==> src/rtl/octal_ctrl_pkg.sv <==
// octal_ctrl_pkg: shared types and constants for the octal run controller.
// Holds the FSM state enum, phase/index widths, carry threshold, rotate helper.
package octal_ctrl_pkg;

  localparam int PHASE_W        = 8;
  localparam int IDX_W          = 3;
  localparam int CARRY_HIGH_MAX = 3;

  typedef enum logic [2:0] {
    IDLE,
    CLEAR,
    ARM,
    RUN,
    DRAIN,
    DONE_ST,
    FAULT_ST
  } state_t;

  function automatic logic [PHASE_W-1:0] rotl1(
    input logic [PHASE_W-1:0] v
  );
    return {v[PHASE_W-2:0], v[PHASE_W-1]};
  endfunction

endpackage

==> src/rtl/octal_run_controller_enc.sv <==
// onehot8_encoder: 8->3 encoder, lowest set bit wins, plus one-hot flag.
// Ports: onehot (in), idx (out), valid_onehot (out).
module onehot8_encoder
  import octal_ctrl_pkg::*;
(
  input  logic [PHASE_W-1:0] onehot,
  output logic [IDX_W-1:0]   idx,
  output logic               valid_onehot
);

  always_comb begin
    idx = '0;
    priority case (1'b1)
      onehot[0]: idx = 3'd0;
      onehot[1]: idx = 3'd1;
      onehot[2]: idx = 3'd2;
      onehot[3]: idx = 3'd3;
      onehot[4]: idx = 3'd4;
      onehot[5]: idx = 3'd5;
      onehot[6]: idx = 3'd6;
      onehot[7]: idx = 3'd7;
      default:   idx = 3'd0;
    endcase
  end

  assign valid_onehot = (onehot != '0) &&
    ((onehot & (onehot - 1'b1)) == '0);

endmodule

==> src/rtl/octal_run_controller.sv <==
// octal_run_controller: drives an octal one-hot counter for exactly TERMINAL
// steps per START and monitors it. Optional checks: PHASE_FAULT_CHECK_EN.
// In: CLOCK, RESET(n, async), START, TERMINAL, PHASE_IN, CARRY_IN.
// Out: CLOCK_INHIBIT, COUNTER_RESET, PHASE_IDX, TOTAL, BUSY, DONE, FAULT.
module octal_run_controller
  import octal_ctrl_pkg::*;
#(
  parameter int CNT_W = 12
) (
  input  logic               CLOCK,
  input  logic               RESET,
  input  logic               START,
  input  logic [CNT_W-1:0]   TERMINAL,
  input  logic [PHASE_W-1:0] PHASE_IN,
  input  logic               CARRY_IN,
  output logic               CLOCK_INHIBIT,
  output logic               COUNTER_RESET,
  output logic [IDX_W-1:0]   PHASE_IDX,
  output logic [CNT_W-1:0]   TOTAL,
  output logic               BUSY,
  output logic               DONE,
  output logic               FAULT
);

  state_t state_q, state_d;
  logic [PHASE_W-1:0] phase_q;
  logic [CNT_W-1:0] t_q, t_d;
  logic [CNT_W-1:0] issued_q, issued_d;
  logic [CNT_W-1:0] total_q, total_d;
  logic adv, issue, fault_hit;
  logic vld_q;

  onehot8_encoder u_enc_q (
    .onehot       (phase_q),
    .idx          (PHASE_IDX),
    .valid_onehot (vld_q)
  );

  assign adv   = PHASE_IN != phase_q;
  assign issue = (state_q == RUN) && (issued_q != t_q);

`ifdef PHASE_FAULT_CHECK_EN
  logic [IDX_W-1:0] idx_in;
  logic vld_in, issued_prev_q, check_on;

  onehot8_encoder u_enc_in (
    .onehot       (PHASE_IN),
    .idx          (idx_in),
    .valid_onehot (vld_in)
  );

  assign check_on = state_q inside {ARM, RUN, DRAIN};
  assign fault_hit = check_on && (
    !vld_in ||
    (CARRY_IN != (idx_in <= IDX_W'(CARRY_HIGH_MAX))) ||
    ((state_q == ARM) && (PHASE_IN != 8'h01)) ||
    (adv && (PHASE_IN != rotl1(phase_q))) ||
    ((state_q == DRAIN) && adv && (total_q == t_q)) ||
    ((state_q == RUN) && issued_prev_q && !adv));

  // remembers that the counter was released last cycle
  always_ff @(posedge CLOCK or negedge RESET) begin
    if (!RESET) issued_prev_q <= 1'b0;
    else        issued_prev_q <= issue;
  end

  assign FAULT = state_q == FAULT_ST;
  logic unused_vld;
  assign unused_vld = vld_q;
`else
  assign fault_hit = 1'b0;
  assign FAULT     = 1'b0;
  logic unused_in;
  assign unused_in = ^{CARRY_IN, vld_q};
`endif

  always_comb begin
    state_d  = state_q;
    t_d      = t_q;
    issued_d = issued_q;
    total_d  = total_q;
    unique case (state_q)
      IDLE, FAULT_ST: begin
        if (START) begin
          state_d  = CLEAR;
          t_d      = TERMINAL;
          issued_d = '0;
          total_d  = '0;
        end
      end
      CLEAR: state_d = ARM;
      ARM:   state_d = (t_q == '0) ? DONE_ST : RUN;
      RUN: begin
        if (issue) begin
          issued_d = issued_q + 1'b1;
          if (issued_d == t_q) state_d = DRAIN;
        end
        if (adv && total_q != t_q) total_d = total_q + 1'b1;
      end
      DRAIN: begin
        if (adv && total_q != t_q) total_d = total_q + 1'b1;
        if (total_d == t_q) state_d = DONE_ST;
      end
      DONE_ST: state_d = IDLE;
      default: state_d = IDLE;
    endcase
    // a failed check freezes the counts where they stand
    if (fault_hit) begin
      state_d  = FAULT_ST;
      issued_d = issued_q;
      total_d  = total_q;
    end
  end

  always_ff @(posedge CLOCK or negedge RESET) begin
    if (!RESET) begin
      state_q  <= IDLE;
      phase_q  <= 8'h01;
      t_q      <= '0;
      issued_q <= '0;
      total_q  <= '0;
    end else begin
      state_q  <= state_d;
      phase_q  <= PHASE_IN;
      t_q      <= t_d;
      issued_q <= issued_d;
      total_q  <= total_d;
    end
  end

  assign CLOCK_INHIBIT = !RESET || !issue;
  assign COUNTER_RESET = !RESET || (state_q == CLEAR);
  assign BUSY  = state_q inside {CLEAR, ARM, RUN, DRAIN};
  assign DONE  = state_q == DONE_ST;
  assign TOTAL = total_q;

endmodule

==> config.mk <==
export PLATFORM = sky130hd
export DESIGN_NAME = octal_run_controller
export DESIGN_NICKNAME = d
export VERILOG_FILES = /design/src/rtl/octal_ctrl_pkg.sv /design/src/rtl/octal_run_controller_enc.sv /design/src/rtl/octal_run_controller.sv
export SDC_FILE = /design/constraint.sdc
export NUM_CORES = 1
export LEC_CHECK = 0
export BUFFER_PORTS_ARGS = -buffer_cell sky130_fd_sc_hd__buf_2
export CAP_MARGIN = 20
export CORE_MARGIN = 2
export CORE_UTILIZATION = 60
export CTS_CLUSTER_DIAMETER = 120
export DETAILED_ROUTE_END_ITERATION = 8
export GPL_TIMING_DRIVEN = 0
export PLACE_DENSITY = 0.83
export SLEW_MARGIN = 25
export SYNTH_ARGS = -nofsm -noshare
export SYNTH_HDL_FRONTEND = slang
export SYNTH_SLANG_ARGS = --single-unit
export TNS_END_PERCENT = 1
==> constraint.sdc <==
create_clock -name CLOCK -period 6.15 [get_ports CLOCK]
set_clock_uncertainty 0.15 [all_clocks]
set_input_delay 0.9225 -clock CLOCK [delete_from_list [all_inputs] [get_ports CLOCK]]
set_output_delay 0.9225 -clock CLOCK [all_outputs]
set_load 0.005 [all_outputs]
==> flow_summary.yaml <==
run_status:
  status: "completed"
routing:
  route.vias.total: 3061
  drt_wl_total_um: 7820
  drc: 0
  wl_per_cell_um: 15.5
  drt_iter0_markers: 219
  dr.pass1.iters: 4
  viasPerCell: 6.05
  ant_nets: 0
timing:
  slew_violations: 0
  final.setup.worst_slack_ps: 2230
  max_freq_ghz: 0.255
  setup_tns_ps: 0
  worst_pin_slew_ps: 706
  hold_violations: 0
  rsz0062_at_grt: "false"
  fin_crit_ps: 3920
  slew_headroom_pct: 52.5
  setup_viol: 0
  period_share_pct: 63.8
clock_tree:
  ctsLongestPathBuffers: 2
  clkSlewWorstSetupHoldPaths_ps: 90
  cts_hold_buf: 0
  post_cts_buffers: 0
  root_buffer: "clkbuf_8"
  cts_tree: "yes"
  cts_resized: 0
  clk_latency_ps: 300
  ctsHtreeMaxLevel: 2
  clock-sinks: 47
  numCtsBuffers: 5
floorplanning:
  fp.dieArea_um2: 5970
  start_util_pct: 62.6
  core-area_um2: 5140
  die_h_um: 77.3
  die_w_um: 77.3
  ios: 44
  rows: 26
yosys:
  synth_top_area_share_pct: 35.8
  yosysMostFrequentCell: "nand2_1"
  ys_warn_count: 0
  synth_edf_count: 0
  ys_seq_area_share_pct: 36.6
  syn_inst: 387
  synth.cell_area_um2: 3220
  synth-async-reset-ratio_pct: 100
  ys_top_cells_by_area: "dfrtp_1 (36%), nand2_1 (8.2%), xnor2_1 (6.0%)"
  ys_ff_latch: 47
  synthTopCellsByCount: "nand2_1 (70), dfrtp_1 (46), xnor2_1 (22), xor2_1 (22), clkbuf_1 (19)"
  synth_flop_cell: "dfrtp_1"
  synth_nets: 413
  yosys.cell_types.count: 62
  synth_area_per_cell_um2: 8.32
  synth_top_cell_by_area: "dfrtp_1"
layout:
  final_cells: 506
  drive_above_1_share_pct: 14.9
  nets: 461
  n_antenna_cell: 0
  areaGrowthSynthToFinish_pct: 13.4
  utilization_pct: 71.0
  finalInstanceArea_um2: 3650
placement:
  placed_cell_area_um2: 3510
  dp_cells: 498
  dp_slack_ps: 2640
  portBuffers: 41
  gp_congestion: 0.920
  hpwl_um: 5820
critical_path:
  required_ps: 5080
  startpoint_type: "flip-flop"
  critPathTopFamily: "simple AND/OR/NAND/NOR gates"
  crit_slowest_cell: "or4_1"
  crit_fanout: 10
  worst-path-buf-inv: 3
  cpPeakStageDelay_ps: 520
  path_common_cell: "clkbuf_1"
  arrival_ps: 2850
  worst-setup-path-type: "reg -> out"
  cp_cell_sequence: "clkbuf_1, xor2_1, or4_1, nor3_1, nor2_1, clkbuf_1, nand2_1, buf_2"
  crit_path_end_kind: "output port"
power:
  power_density_nw_per_um2: 423
  vdd_ir_drop_max_mv: 0.313
  total_leakage_power_nw: 1.59
global_route:
  grt_pass1_wl_um: 13200
  gr-total-overflow: 0
  grt_pass1_vias: 2703
  grt_usage_pct: 27.0
  grt_max_degree: 50
  grt_antenna_before_repair: 0
job:
  max_cap_violations: 0
hold_path:
  hold_path.class: "reg -> reg"
==> kinds of logic after synthesis <==
logic type / count (synthesis) / share of synthesized area [%]
other: 1 / 0.116
AND/OR/NAND/NOR: 160 / 25.0
flip-flops: 47 / 36.6
adder cells (fa/ha/maj): 2 / 0.777
AO/OA/AOI/OAI: 91 / 18.9
XOR/XNOR: 45 / 12.5
multiplexers: 3 / 0.933
buffers and inverters: 38 / 5.25
==> metrics by stage <==
stage,hold slack (ps),power (W)
2_1_floorplan,323,0.00107
5_1_grt,403,0.00167
4_1_cts,375,0.00154
3_5_place_dp,359,0.00127
3_3_place_gp,358,0.00125
6_report,378,0.00155
==> area by class of cell <==
class	instances	area, µm²
Sequential cell	47	1180
Tap cell	70	87.6
Clock buffer	5	68.8
Multi-Input combinational cell	302	1870
Buffer	27	128
Inverter	11	41.3
Timing Repair Buffer	41	208
Fill cell	458	1490
Clock inverter	3	67.6
==> registers in the layout, summed over array words and instances, names as in the netlist <==
name / cells
TOTAL: 12
issued_q: 12
t_q: 12
phase_q: 8
state_q: 3
==> worst paths after layout <==
check,from,end,slack (ps),depth (start not counted)
max,t_q[9]$_DFFE_PN0P_,CLOCK_INHIBIT,2230,8
min,issued_q[11]$_DFFE_PN0P_,issued_q[11]$_DFFE_PN0P_,380,1
max reg2reg,t_q[9]$_DFFE_PN0P_,issued_q[3]$_DFFE_PN0P_,3310,8
min reg2reg,issued_q[11]$_DFFE_PN0P_,issued_q[11]$_DFFE_PN0P_,380,1
max in group asynchronous,RESET,TOTAL[8]$_DFFE_PN0P_,4970,1
min in group asynchronous,RESET,issued_q[11]$_DFFE_PN0P_,480,1
==> per-layer routing <==
layer	up-vias	global-route usage, %	wire length (µm)
li1	1489	-	-
met1	1428	40.7	3740
met2	134	41.0	3510
met4	0	7.68	94
met3	10	3.18	475
met5	-	0	0
==> layout by cell type, fill, tap and decap left out, drive strengths merged, types with 13 or more instances in the layout <==
| cell | instances |
|---|---|
| xnor2 | 23 |
| clkbuf | 24 |
| buf | 48 |
| nand3 | 13 |
| xor2 | 22 |
| nor2 | 14 |
| nand2 | 70 |
| o21ai | 21 |
| a31oi | 17 |
| dfrtp | 46 |
==> power by group <==
group	internal, W	leakage, nW	switching, W
Clock	0.000162	0.0644	0.000108
Combinational	0.000311	0.915	0.000467
Sequential	0.000394	0.607	0.000104
Total	0.000867	1.59	0.000679
No activity file was read; power rests on OpenSTA's default activity.
